[config.mk]
export PLATFORM = sky130hd
export DESIGN_NAME = dct_transpose_buf
export DESIGN_NICKNAME = d
export VERILOG_FILES = /design/src/rtl/dct_transpose_buf.sv
export SDC_FILE = /design/constraint.sdc
export NUM_CORES = 1
export LEC_CHECK = 0
export ABC_CLOCK_PERIOD_IN_PS = 6800
export BUFFER_PORTS_ARGS = -buffer_cell sky130_fd_sc_hd__buf_2
export CAP_MARGIN = 10
export CORE_MARGIN = 2
export CORE_UTILIZATION = 60
export DETAILED_ROUTE_END_ITERATION = 10
export PLACE_DENSITY = 0.8
export SLEW_MARGIN = 20
export SYNTH_ARGS = -nofsm -noshare
export SYNTH_HDL_FRONTEND = slang
export SYNTH_SLANG_ARGS = --single-unit
[constraint.sdc]
create_clock -name clk -period 6.8 [get_ports clk]
set_input_delay 1.36 -clock clk [delete_from_list [all_inputs] [get_ports clk]]
set_output_delay 1.36 -clock clk [all_outputs]
set_load 0.01 [all_outputs]
[src/rtl/dct_transpose_buf.sv]
// NxN transpose buffer between the row and column DCT passes.
// Fills row-major, drains column-major, with optional per-block level shift.
module dct_transpose_buf #(
  parameter int DATA_W = 8,
  parameter int N      = 8
) (
  input  logic              clk,
  input  logic              rst,
  input  logic              in_valid,
  output logic              in_ready,
  input  logic [DATA_W-1:0] in_data,
  input  logic              level_shift,
  output logic              out_valid,
  input  logic              out_ready,
  output logic [DATA_W-1:0] out_data,
  output logic              out_last,
  output logic              busy
);

  localparam int LW = $clog2(N);
  localparam int AW = 2 * LW;

  localparam logic [0:0] S_FILL  = 1'b0;
  localparam logic [0:0] S_DRAIN = 1'b1;

  logic [0:0]        state_q, state_d;
  logic [AW-1:0]     wi_q, wi_d;
  logic [LW-1:0]     rr_q, rr_d;
  logic [LW-1:0]     rc_q, rc_d;
  logic              shift_q, shift_d;
  logic              ov_q, ov_d;
  logic              ol_q, ol_d;
  logic [DATA_W-1:0] od_q, od_d;
  logic [DATA_W-1:0] mem_q [N*N];

  logic              wr_en;
  logic              ld_en;
  logic [DATA_W-1:0] msb;

  assign in_ready  = (state_q == S_FILL) && !rst;
  assign wr_en     = in_valid && in_ready;
  assign msb       = {shift_q, {(DATA_W-1){1'b0}}};
  // Load on entry to DRAIN, then on every handshake except the last.
  assign ld_en     = (state_q == S_DRAIN) &&
                     (!ov_q || (out_ready && !ol_q));

  assign out_valid = ov_q;
  assign out_data  = od_q;
  assign out_last  = ol_q;
  assign busy      = (state_q == S_DRAIN) || (wi_q != '0);

  always_comb begin
    state_d = state_q;
    wi_d    = wi_q;
    rr_d    = rr_q;
    rc_d    = rc_q;
    shift_d = shift_q;
    ov_d    = ov_q;
    ol_d    = ol_q;
    od_d    = od_q;
    if (wr_en) begin
      wi_d = wi_q + 1'b1;
      if (wi_q == '0)
        shift_d = level_shift;
      if (wi_q == AW'(N*N-1))
        state_d = S_DRAIN;
    end
    if (ld_en) begin
      od_d = mem_q[{rr_q, rc_q}] ^ msb;
      ol_d = (rr_q == LW'(N-1)) &&
             (rc_q == LW'(N-1));
      ov_d = 1'b1;
      rr_d = rr_q + 1'b1;
      if (rr_q == LW'(N-1))
        rc_d = rc_q + 1'b1;
    end else if (ov_q && out_ready && ol_q) begin
      ov_d    = 1'b0;
      ol_d    = 1'b0;
      state_d = S_FILL;
    end
  end

  always_ff @(posedge clk) begin
    if (rst) begin
      state_q <= S_FILL;
      wi_q    <= '0;
      rr_q    <= '0;
      rc_q    <= '0;
      shift_q <= 1'b0;
      ov_q    <= 1'b0;
      ol_q    <= 1'b0;
      od_q    <= '0;
    end else begin
      state_q <= state_d;
      wi_q    <= wi_d;
      rr_q    <= rr_d;
      rc_q    <= rc_d;
      shift_q <= shift_d;
      ov_q    <= ov_d;
      ol_q    <= ol_d;
      od_q    <= od_d;
    end
  end

  // Sample storage is never reset; contents are don't-care after rst.
  always_ff @(posedge clk) begin
    if (wr_en)
      mem_q[wi_q] <= in_data;
  end

endmodule

After elaboration in Yosys (flattened, before gate mapping)
Memory sizes are Yosys's and may differ from the RTL's.
Cells that the tools add are included.
{ "totals": {"in_bits": 13, "reg_bits": 24, "wordCells": 43, "mem_count": 1, "output_inout_bits": 12, "ramBits": 512} }
{ "op_classes": {"eq_ne": 3, "bitwise_logic": 2, "addsub": 3, "mux": 9, "reduce_logical": 17} }
{ "mem_list": {"columns": ["memory", "depth", "word_bits", "rd", "rd_ports_with_merged_regs", "write_ports", "line", "rtl"], "rows": [
  ["mem_q", 64, 8, 1, 0, 1, "34", "logic [DATA_W-1:0] mem_q [N*N];"]
]} }
{ "ops": {"columns": ["operator", "count"], "rows": [
  ["1-bit two-way mux", 9],
  ["8-bit XOR", 1],
  ["1-bit logical AND", 7],
  ["3-bit by 1-bit adder with 3-bit output (second input constant)", 2],
  ["6-bit by 1-bit adder with 6-bit output (second input constant)", 1],
  ["3-bit == test (second input constant)", 2],
  ["6-bit == test (second input constant)", 1],
  ["6-bit zero test", 1],
  ["6-bit nonzero test", 1],
  ["2-bit AND reduction", 2],
  ["1-bit zero test", 3],
  ["1-bit logical OR", 2],
  ["2-bit nonzero test", 1],
  ["1-bit NOT", 1]
]} }

Longest topological paths before layout
{ "depth": {"depth_word": 6, "depth_mapped": 9, "mapped_depth_nobuf": 6} }

Least setup slack after synthesis
Ideal clock, no wire load.
{ "synth_timing": {"path_type": "input to register", "startpoint": "input rst", "endpoint": "memory mem_q[31][0] (enable)", "t_required_ns": 6.476, "arrival_ns": 2.942, "setup_ns": 0.324, "n_path_buf": 1, "path_slack_ns": 3.534, "cell_stages": 7, "cell_sequence": "nor2_1 and2_1 clkbuf_1 and2_1 nand3_1 or2_2 inv_1"} }
{ "synth_via": {"elab_chain_cells": 5} }
{ "synth_lines": {"columns": ["element", "line", "rtl"], "rows": [
  ["start, declared", "8", "input logic rst,"],
  ["1-bit zero test", "40", "assign in_ready = (state_q == S_FILL) && !rst;"],
  ["1-bit logical AND", "40", null],
  ["1-bit logical AND", "41", "assign wr_en = in_valid && in_ready;"],
  ["1-bit two-way mux", "107", "if (wr_en)"],
  ["1-bit two-way mux (implied by the code)", "108", "mem_q[wi_q] <= in_data;"],
  ["end, declared", "34", null]
]} }
No other way between the ends.

Worst setup path after layout
{ "layout_timing": {"startpoint": "input rst", "endpoint": "memory mem_q[22][4] (enable)"} }
The elaborated chain is that of the path after synthesis.

==> flow_summary_export.csv <==
group,metric,value,unit
floorplan,die_x,189.9,um
setup_path,cp_top_family,"simple AND/OR/NAND/NOR gates",
clock_network,cts_tree,"done",
power,p_seq_frac,0.553,
power,clkPwrFrac,0.433,
setup_path,path_cells,"buf_2 -> nor2_1 -> and2_1 -> and2_1 -> nand3_1 -> nor2_1",
timing,clock_skew,0.01990,ns
timing,post-route-period-util,0.5465,
place,dp_cells,1449,
yosys,mappedNetlistNets,1027,
routing,via_per_inst,6.729,
yosys,async_flop_share,0,
timing,tightest_slew,0.9257,ns
place,portBuffers,24,
setup_path,ff2ff_path_depth,7,
clock_network,cts_buffer_depth,3,
final_layout,finish.utilization,0.6694,
power,leakage,6.954,nW
yosys,synth_edf_count,512,
clock_network,root_buffer,"clkbuf_16",
place,place_congestion,0.9734,
floorplan,die_height,189.9,um
global_route,grt_antenna_before_repair,0,
setup_path,required,6.99,ns
final_layout,drive_gt1_frac,0.2385,
power,cellPowerDensity,285.3,nW/um^2
setup_path,worst-r2r-setup-slack,3.17,ns
global_route,track_usage,0.2618,
routing,drt_wl_total,45650,um
routing,drt_iter0_drc,1358,
setup_path,slowest_delay,0.81,ns
floorplan,dieArea,36070,sq um
timing,fin_crit,3.716,ns
yosys,ys_ff_latch,536,
setup_path,startpoint_type,"input port",
clock_network,htree_levels,2,
setup_path,crit_path_top_delay_cell,"nor2_1",
yosys,synth_ff_type,"edfxtp_1",
routing,vias,10369,
setup_path,r2r-start,"rc_q[1]",
job,cap_violations,0,
setup_path,worst-path-buf-inv,1,
power,ir_worst_vdd,0.2502,mV
run_status,status,"finished, final reports clean",
setup_path,critical_path_class,"in -> reg",
clock_network,cts-resized-gates,0,
clock_network,clk_pin_slew_worst_paths,0.06,ns
timing,max_freq,0.2691,GHz
routing,ant_nets,0,
yosys,yosysSeqAreaShare,0.7644,
yosys,synth_area_per_cell,20.58,sq um
final_layout,num_antenna_cells,0,
setup_path,cp.depth,6,
final_layout,nFillCells,2078,
timing,slew_headroom,0.3829,
timing,setup_viol,0,
timing,rsz0062_at_grt,"false",
floorplan,initial_core_util,0.6049,
timing,hold_viol,0,
global_route,first_global_vias,10209,
final_layout,syn_to_final_growth,10.67,%
yosys,ys_warn_count,0,
routing,route.detailed.drc,0,
yosys,yosys.area.top_type,"edfxtp_1",
hold_path,hold_path_depth,2,
setup_path,critical_path.max_fanout,25,
power,p_sw,1.251,mW
power,switching_share,0.1910,
hold_path,hold_path_startpoint,"shift_q",
floorplan,core-area,34290,sq um
yosys,synth_area_leaders,"edfxtp_1, mux4_2, dfxtp_1",
clock_network,cts-hold-fix-buffers,0,
yosys,synth_top_area_share,0.7413,
clock_network,clk_latency,0.58,ns
timing,setup_tns,0,ns
hold_path,min_path_type,"reg -> reg",
floorplan,ios,25,
timing,drv_slew,0,
clock_network,cts_setup_buffers,0,
global_route,grt_max_degree,65,
floorplan,num_rows,68,
global_route,overflow,0,
setup_path,end_kind,"register",
global_route,grt_pass1_wl,68370,um
yosys,synth_area,20740,sq um
setup_path,crit_start,"rst",
setup_path,worstPathArrival,3.91,ns
place,dpl.hpwl,25200,um
power,intPower,5.298,mW
yosys,synth_cells,1008,
yosys,yosys.cell_types.count,49,
power,p_comb_frac,0.014,
final_layout,fin_cells,1541,
final_layout,nets,1065,
clock_network,cts-buffers-inserted,50,
clock_network,clock-sinks,536,
routing,wire_per_inst,29.62,um
routing,drtPass1Iterations,5,
==> registers in the layout (all words and copies together) (netlist names) <==
name	cells
rr_q	3
shift_q	1
wi_q	6
out_valid	1
rc_q	3
mem_q	512
out_data	8
state_q	1
out_last	1
==> kinds of logic after synthesis <==
logic type | Yosys count | synth area share
adder cells (fa/ha/maj) | 6 | 0.003619
buffers and inverters | 61 | 0.01550
multiplexers | 135 | 0.1404
AND/OR/NAND/NOR | 158 | 0.03354
AO/OA/AOI/OAI | 107 | 0.04036
XOR/XNOR | 5 | 0.002111
flip-flops | 536 | 0.7644
==> layer usage <==
| metal | wire length (um) | global-route usage |
|---|---|---|
| met1 | 18140 | 0.3915 |
| met5 | 0 | 0 |
| met4 | 1611 | 0.1002 |
| met2 | 21610 | 0.3960 |
| met3 | 4290 | 0.04446 |
==> placed cells by master, fill, tap and decap left out, types with 6 or more instances in the layout <==
| cell | count |
|---|---|
| nand2b_1 | 11 |
| nor3_1 | 7 |
| a21oi_1 | 18 |
| nor2_1 | 86 |
| o22ai_1 | 16 |
| buf_4 | 16 |
| a22oi_1 | 29 |
| buf_2 | 24 |
| clkbuf_16 | 51 |
| edfxtp_1 | 512 |
| a221oi_2 | 6 |
| nand3_1 | 14 |
| clkinv_2 | 11 |
| bufinv_16 | 7 |
| clkbuf_1 | 11 |
| mux2i_1 | 9 |
| dfxtp_1 | 22 |
| a221oi_1 | 8 |
| nand2_1 | 21 |
| ha_1 | 6 |
| inv_1 | 6 |
| clkinv_1 | 6 |
| mux4_2 | 122 |
| a22o_1 | 14 |
==> synth_stat cells (3+ instances only) <==
| cell | count |
|---|---|
| edfxtp_1 | 512 |
| mux4_2 | 122 |
| nor2_1 | 88 |
| a22oi_1 | 29 |
| dfxtp_1 | 24 |
| clkbuf_1 | 23 |
| nand2_1 | 21 |
| a21oi_1 | 18 |
| buf_2 | 16 |
| o22ai_1 | 16 |
| a22o_1 | 14 |
| nand3_1 | 14 |
| nand2b_1 | 11 |
| mux2i_1 | 9 |
| a221oi_1 | 8 |
| nor3_1 | 7 |
| a221oi_2 | 6 |
| buf_1 | 6 |
| buf_6 | 6 |
| ha_1 | 6 |
| inv_1 | 6 |
| and2_1 | 4 |
| nor2b_1 | 4 |
| xor2_1 | 4 |
| buf_4 | 3 |
| or2_2 | 3 |
==> stage by stage <==
step	hold WS [ns]	setup WS, ns	power, mW	area [sq um]
3_3_place_gp	0.4502	2.662	3.778	21290
4_1_cts	0.4691	3.146	6.573	22950
5_1_grt	0.4923	2.987	6.700	22950
2_1_floorplan	0.4363	3.534	3.710	20740
3_5_place_dp	0.4602	2.576	3.781	21290
6_report	0.4786	3.084	6.549	22950
==> cell type report <==
class	instances	area [sq um]	area share
sequential	536	15860	0.6911
multi-input combinational	411	4572	0.1992
clock buffer	64	1345	0.05860
tap	455	569.3	0.02480
clock inverter	28	321.6	0.01401
timing repair buffer	41	260.3	0.01134
inverter	6	22.52	0.0009812
==> power groups by stage <==
stage	registers (mW)	clock network, mW	logic (mW)
detailed placement	3.69	0	0.0909
global route	3.62	2.98	0.0979
finish	3.62	2.84	0.0911
global placement	3.69	0	0.0879
floorplan	3.69	0	0.0198
CTS	3.62	2.86	0.0913
==> worst paths after layout <==
| kind | endpoint |
|---|---|
| worst max-delay path | mem_q[22][4] |
| worst min-delay path | shift_q |
| worst max register to register | out_data[0] |
| worst min register to register | shift_q |
==> worst min-delay path: cells and delay by family (launching register included) <==
| family | cells | cell delay (ns) |
|---|---|---|
| DFF | 1 | 0.32 |
| AOI/OAI and AO/OA | 1 | 0.06 |
| and+or+nand+nor | 1 | 0.06 |
(Power assumes the default switching activity.)
